--- config.mk ---
export PLATFORM = sky130hd
export DESIGN_NAME = cache_line_allocator
export DESIGN_NICKNAME = d
export VERILOG_FILES = /design/src/rtl/cache_line_allocator.sv
export SDC_FILE = /design/constraint.sdc
export NUM_CORES = 1
export LEC_CHECK = 0
export ABC_AREA = 0
export BUFFER_PORTS_ARGS = -buffer_cell sky130_fd_sc_hd__buf_2
export CAP_MARGIN = 25
export CORE_ASPECT_RATIO = 0.9
export CORE_UTILIZATION = 57
export CTS_CLUSTER_DIAMETER = 50
export DETAILED_ROUTE_END_ITERATION = 7
export PLACE_DENSITY_LB_ADDON = 0.25
export SLEW_MARGIN = 20
export SYNTH_ARGS = -nofsm -noshare
export SYNTH_HDL_FRONTEND = slang
export SYNTH_SLANG_ARGS = --single-unit
--- constraint.sdc ---
create_clock -name clk -period 2.65 [get_ports clk]
set_input_delay 0.3975 -clock clk [delete_from_list [all_inputs] [get_ports clk]]
set_output_delay 0.3975 -clock clk [all_outputs]
set_load 0.01 [all_outputs]
--- src/rtl/cache_line_allocator.sv ---
// ---------------------------------------------------------------------------
// cache_line_allocator
//
// Tracks which of the LINES cache lines are free. After reset it sweeps every
// line into the free state, one per cycle. It then hands out the lowest free
// line index, at most one per cycle, and accepts releases of busy lines.
// The registered free mask feeds the downstream cache_decider stage directly.
//
// Parameters are expected to satisfy 2**IDX_W >= LINES and 2**CNT_W > LINES.
//
// Ports:
//   clk          single clock, all state on the rising edge
//   rst_n        asynchronous active-low reset
//   alloc_valid  requester wants one free line
//   alloc_ready  an allocation can be accepted this cycle
//   gnt_valid    one-cycle pulse, gnt_idx carries a fresh grant
//   gnt_idx      granted line index (holds while gnt_valid is low)
//   free_valid   release request
//   free_idx     line being released
//   bit_mask     registered free mask, bit i = 1 means line i is free
//   free_count   registered popcount of bit_mask
//   init_done    high once the init sweep has completed
//   err          sticky flag for an illegal release
//   err_clr      clears err (a concurrent illegal release wins)
// ---------------------------------------------------------------------------
module cache_line_allocator #(
    parameter int LINES = 20,
    parameter int IDX_W = 5,
    parameter int CNT_W = 5
) (
    input  logic             clk,
    input  logic             rst_n,
    input  logic             alloc_valid,
    output logic             alloc_ready,
    output logic             gnt_valid,
    output logic [IDX_W-1:0] gnt_idx,
    input  logic             free_valid,
    input  logic [IDX_W-1:0] free_idx,
    output logic [LINES-1:0] bit_mask,
    output logic [CNT_W-1:0] free_count,
    output logic             init_done,
    output logic             err,
    input  logic             err_clr
);

    typedef enum logic {
        INIT,
        READY
    } state_t;

    localparam logic [LINES-1:0] ONE = {{(LINES-1){1'b0}}, 1'b1};

    state_t           state;
    logic [IDX_W-1:0] init_cnt;

    logic [IDX_W-1:0] sel;
    logic [LINES-1:0] fire_oh;
    logic [LINES-1:0] rel_oh;
    logic [LINES-1:0] init_oh;
    logic             rel_hit;
    logic             alloc_fire;
    logic             rel_legal;
    logic             rel_illegal;

    // Lowest free line, taken from the pre-edge mask so that a line being
    // released in the same cycle can never be granted in that cycle.
    always_comb begin
        sel = '0;
        for (int i = LINES - 1; i >= 0; i--) begin
            if (bit_mask[i]) begin
                sel = IDX_W'(i);
            end
        end
    end

    // A release hits only when free_idx names an existing line that is busy.
    // Out-of-range indices never match, so they fall out as illegal.
    always_comb begin
        rel_hit = 1'b0;
        for (int i = 0; i < LINES; i++) begin
            if (free_idx == IDX_W'(i)) begin
                rel_hit = ~bit_mask[i];
            end
        end
    end

    assign alloc_ready = (state == READY) && (free_count != '0);
    assign alloc_fire  = alloc_valid && alloc_ready;
    assign rel_legal   = (state == READY) && free_valid && rel_hit;
    assign rel_illegal = (state == READY) && free_valid && !rel_hit;

    assign fire_oh = alloc_fire ? (ONE << sel) : '0;
    assign rel_oh  = rel_legal ? (ONE << free_idx) : '0;
    assign init_oh = ONE << init_cnt;

    always_ff @(posedge clk or negedge rst_n) begin
        if (!rst_n) begin
            state      <= INIT;
            init_cnt   <= '0;
            bit_mask   <= '0;
            free_count <= '0;
            gnt_valid  <= 1'b0;
            gnt_idx    <= '0;
            init_done  <= 1'b0;
            err        <= 1'b0;
        end else begin
            case (state)
                INIT: begin
                    gnt_valid  <= 1'b0;
                    bit_mask   <= bit_mask | init_oh;
                    free_count <= free_count + CNT_W'(1);
                    init_cnt   <= init_cnt + IDX_W'(1);
                    if (init_cnt == IDX_W'(LINES - 1)) begin
                        state     <= READY;
                        init_done <= 1'b1;
                    end
                end
                READY: begin
                    // Granted and released bits are disjoint (set vs clear),
                    // so both updates can be merged into one mask write.
                    bit_mask  <= (bit_mask & ~fire_oh) | rel_oh;
                    gnt_valid <= alloc_fire;
                    if (alloc_fire) begin
                        gnt_idx <= sel;
                    end
                    case ({alloc_fire, rel_legal})
                        2'b10:   free_count <= free_count - CNT_W'(1);
                        2'b01:   free_count <= free_count + CNT_W'(1);
                        default: free_count <= free_count;
                    endcase
                end
                default: begin
                    state <= INIT;
                end
            endcase

            if (rel_illegal) begin
                err <= 1'b1;
            end else if (err_clr) begin
                err <= 1'b0;
            end
        end
    end

endmodule

Word-level counts from Yosys, hierarchy flattened. Cells that the tools add are included.

Output and inout port bits: 34. Bits in registers: 39. Input bits: 10.

Bitwise operators: 25. Reductions and logical operators: 11. Shift-type cells: 3. Equality and inequality tests: 23. $add $sub $neg: 3. Muxes and demuxes: 50.

Operator list (number): 5-bit 2-to-1 mux (20); 1-bit by 5-bit left shift with 20-bit output (first input constant) (3); 5-bit by 4-bit equality test with 1-bit output (second input constant) (8); 20-bit 2-to-1 mux (2); 20-bit OR (2); 20-bit one-hot mux with 2 select lines (1); 5-bit equality test (second input constant) (5); 1-bit 2-to-1 mux (24); 1-bit inverter (21); 20-bit bitwise AND (1); 5-bit by 3-bit equality test with 1-bit output (second input constant) (4); 20-bit inverter (1); 5-bit one-hot mux with 2 select lines (2); 5-bit by 1-bit adder with 5-bit output (second input constant) (2); 5-bit by 2-bit equality test with 1-bit output (second input constant) (2); 5-bit by 1-bit equality test with 1-bit output (second input constant) (1); 1-bit logical AND (5); 5-bit logical NOT (1); 5-bit nonzero test (1); 5-bit by 1-bit subtractor with 5-bit output (second input constant) (1); 2-bit AND reduction (2); 3-bit by 1-bit != test with 1-bit output (second input constant) (1); 2-bit by 1-bit equality test with 1-bit output (second input constant) (1); 2-bit equality test (second input constant) (1); 3 further kinds (3).

Logic depth before layout (Yosys ltp).
Depth in word-level cells: 26. Mapped depth: 11. Gate-level depth less buffers: 10.

Least setup slack after synthesis. Ideal clock, no wire load.

Kind: flip-flop to flip-flop. From: register free_count[1]. To: register free_count[3]. Cell stages (with the launch flop): 10. Setup slack: 252 ps. Data required time: 2517 ps. Library setup time: 133 ps. Period minus slack after synthesis: 2398 ps. Data arrival time: 2265 ps. Buffers on the path: 0. Path through: dfrtp_1 -> inv_1 -> ha_1 -> or3b_2 -> o21a_1 -> nand2_1 -> o21ai_0 -> o32a_1 -> o22ai_1 -> a211oi_1.

Word-level cells in the longest chain between the ends: 6. Elaborated cells between the ends (all ways): 10.

RTL lines: start: declaration (RTL line 40) `output logic [CNT_W-1:0] free_count,`; start signal: assignment (RTL line 111) `free_count <= free_count + CNT_W'(1);`; start signal: assignment (RTL line 127) `2'b10: free_count <= free_count - CNT_W'(1);`; start signal: assignment (RTL line 128) `2'b01: free_count <= free_count + CNT_W'(1);`; 5-bit nonzero test * (RTL line 87) `assign alloc_ready = (state == READY) && (free_count != '0);`; 1-bit logical AND * (RTL line 87); via alloc_ready (RTL line 34) `output logic alloc_ready,`; 1-bit logical AND * (RTL line 88) `assign alloc_fire = alloc_valid && alloc_ready;`; 2-bit by 1-bit equality test with 1-bit output / 2-bit equality test (equally long branches) (RTL line 126) `case ({alloc_fire, rel_legal})`; 5-bit one-hot mux with 2 select lines (RTL line 126); 5-bit one-hot mux with 2 select lines (RTL line 107) `case (state)`.

The timed path passes the listed nets; every way through them passes the cells marked *. A chain may end at the register's enable or synchronous reset.

Worst setup path after layout.
From: register free_count[1]. To: register free_count[3].

Word-level cells in the longest chain between the ends: 6. Elaborated cells between the ends (all ways): 10.

RTL lines: branches (longest 6 deep; another with 5-bit by 1-bit adder with 5-bit output).

Parallel ways; which one is timed is not known.

==> reports/metrics.yaml <==
r2r_slack_ps: 110
vias: 2959
wl_per_cell_um: 20.6
setup_ws_ps: 108
drc: 0
maxCapViolCount: 0
dieArea_um2: 5060
ys_ff_latch: 39
r2r_start: "free_count[1]"
syn_area_per_cell_um2: 8.76
synth_cell_types: 64
cts-root-buf: "clkbuf_8"
clk_pin_slew_ps: 80
seq_power_share_pct: 34.3
grt_overflow: 0
finalWirelength_mm: 8.88
cts_buffer_depth: 2
fin_nets: 386
post_cts_buffers: 0
drive_above_1_share_pct: 23.6
p_comb_share_pct: 46.2
final_common_cell: "buf_2"
seq_area_frac_synth_pct: 35.8
cp.arrival_ps: 2700
place_area_um2: 3100
syn_nets: 329
finalSetupViolCount: 0
crit_type: "reg -> reg"
worstSkewPairLatency_ps: 300
port_buffers: 43
die_w_um: 74.9
intPower_w: 0.00156
hold_viol_final: 0
r2r_end: "free_count[3]"
switching_share_pct: 42.9
final_cell_mix: "43 x buf_2, 39 x dfrtp_1, 22 x buf_4, 21 x nand2_1, 19 x nor2_1"
syn_inst: 311
max_freq_mhz: 393
grt_max_degree: 40
grt_pass1_wl_mm: 13.5
slew_headroom_pct: 37.8
fin_skew_ps: 9.01
final.min_clock_period_ps: 2540
io_pins: 44
cp-end-kind: "flip-flop"
syn_to_final_growth_pct: 18.5
tritoncts.num_buffers: 5
dr.pass1.iters: 5
path_max_fanout: 5
grt_use_total_pct: 37.3
synthArstFlopShare_pct: 100
hold_path_class: "in -> async"
cts_sinks: 39
synth-main-ff-cell: "dfrtp_1"
antenna_found_initial: 0
power_switching_w: 0.00117
dp_slack_ps: 31.1
fin_area_um2: 3230
ys_warn_count: 0
synth_edf_count: 0
netlist_area_um2: 2730
worst_slew_pin_slew_ps: 932
final_max_slew_viol_count: 0
ant_nets: 0
rsz0062_at_grt: "yes"
p_leak_nw: 1.33
start_util_pct: 60.3
die_y_um: 67.6
p_per_area_nw_per_um2: 847
cts_tree: "yes"
rr_worst_depth: 9
max-vdd-ir-drop_uv: 563
dp_hpwl_mm: 6.67
status: "completed"
vias_per_cell: 6.87
diodes: 0
gp_congestion: 0.987
power.share.clock_pct: 19.5
htreeDepth: 2
final_min_period_over_clock_period_pct: 95.9
cp-start-kind: "flip-flop"
grt_pass1_vias: 2578
drtIter0Drc: 546
rows: 23
required_ps: 2800
core_area_um2: 4520
-- cell families (layout without fill, tap and decap cells) --
group | after synthesis | in the layout | synth area share [%]
flops | 39 | 39 | 35.8
fa+ha+maj | 8 | 8 | 3.67
compound gates | 99 | 99 | 25.8
xor+xnor | 5 | 5 | 1.61
mux | 6 | 6 | 2.71
simple gates | 121 | 121 | 24.8
buf+inv | 33 | 91 | 5.56
-- state kept, by name, indices dropped and copies added, names as in the netlist --
register / cells
bit_mask: 20
free_count: 5
gnt_idx: 5
init_cnt: 5
err: 1
gnt_valid: 1
init_done: 1
state: 1
-- cell type report --
type / instances / area [um2]
Inverter: 18 / 67.6
Clock inverter: 2 / 38.8
Sequential cell: 39 / 976
Tap cell: 62 / 77.6
Fill cell: 358 / 1290
Multi-Input combinational cell: 239 / 1610
Timing Repair Buffer: 65 / 380
Clock buffer: 6 / 82.6
-- power by group through the flow --
stage | clock network [W] | registers (W) | logic, W
after global placement | 0 | 0.000930 | 0.00119
after detailed placement | 0 | 0.000935 | 0.00121
final | 0.000533 | 0.000939 | 0.00126
after CTS | 0.000537 | 0.000923 | 0.00122
after global routing | 0.000556 | 0.000950 | 0.00136
after floorplan | 0 | 0.000946 | 0.000676
-- synth_stat cells, drive strengths merged (2+ instances only) --
library cell	number	area, um2
dfrtp	39	976
nand2	22	85.1
nor2	20	75.1
a21oi	19	98.9
inv	16	60.1
nand3	15	75.1
nor4	15	93.8
nor3	9	50.1
o21ai	9	48.8
a22oi	8	60.1
a31oi	8	50.1
clkbuf	8	30.0
ha	8	100
buf	7	53.8
nor2b	7	43.8
o22ai	7	43.8
o31ai	7	52.6
o21a	6	45.0
nand2b	5	31.3
or3b	5	46.3
xnor2	5	43.8
a311oi	4	35.0
and3	4	25.0
mux2i	4	40.0
nor3b	4	30.0
or3	4	30.0
nand4b	3	26.3
nor4b	3	26.3
o21bai	3	22.5
o32a	3	30.0
a211o	2	17.5
a211oi	2	15.0
a21o	2	15.0
a32oi	2	17.5
a41o	2	20.0
a41oi	2	17.5
clkinv	2	7.51
o311ai	2	17.5
o41ai	2	17.5
-- routing by layer --
metal | global-route usage [%] | wire length, um
met3 | 7.16 | 1020
met1 | 53.4 | 3670
met5 | 0 | 0
met4 | 14.9 | 336
met2 | 55.1 | 3850
-- worst max-delay path, stage by stage, from the launching register on --
cell,delay [ps]
dfrtp_1,430
inv_1,170
ha_1,200
or3b_2,490
o21a_1,200
nand2_1,150
o21ai_0,190
o32a_1,360
o22ai_1,140
a211oi_1,70
-- per-stage QoR --
step                hold WS [ps]  power, W  cells  utilization, %  TNS (ps)
floorplan                    102   0.00162    311               -         0
detailed placement           448   0.00215    423            68.6         0
CTS                          258   0.00268    431            71.3         0
global route                 295   0.00287    431            71.5     -1.92
global placement             436   0.00212    423            68.6         0
finish                       227   0.00274    431            71.5         0
-- how the worst max path moves through the flow --
stage             startpoint            end  slack [ps]  cells past startpoint
2_1_floorplan  free_count[1]  free_count[3]         250                      9
3_3_place_gp     free_idx[3]  free_count[4]         130                      9
3_5_place_dp     free_idx[3]  free_count[4]          30                      9
4_1_cts        free_count[1]   bit_mask[12]         110                     10
5_1_grt        free_count[1]  free_count[3]          -2                      9
6_report       free_count[1]  free_count[3]         110                      9
-- timing repair --
item | CTS | global route
gates resized for setup | 0 | 2
endpoints found under the hold margin | 0 | 0
setup endpoints to repair | 0 | 3
hold buffers | 0 | 0
(Power assumes the default switching activity.)
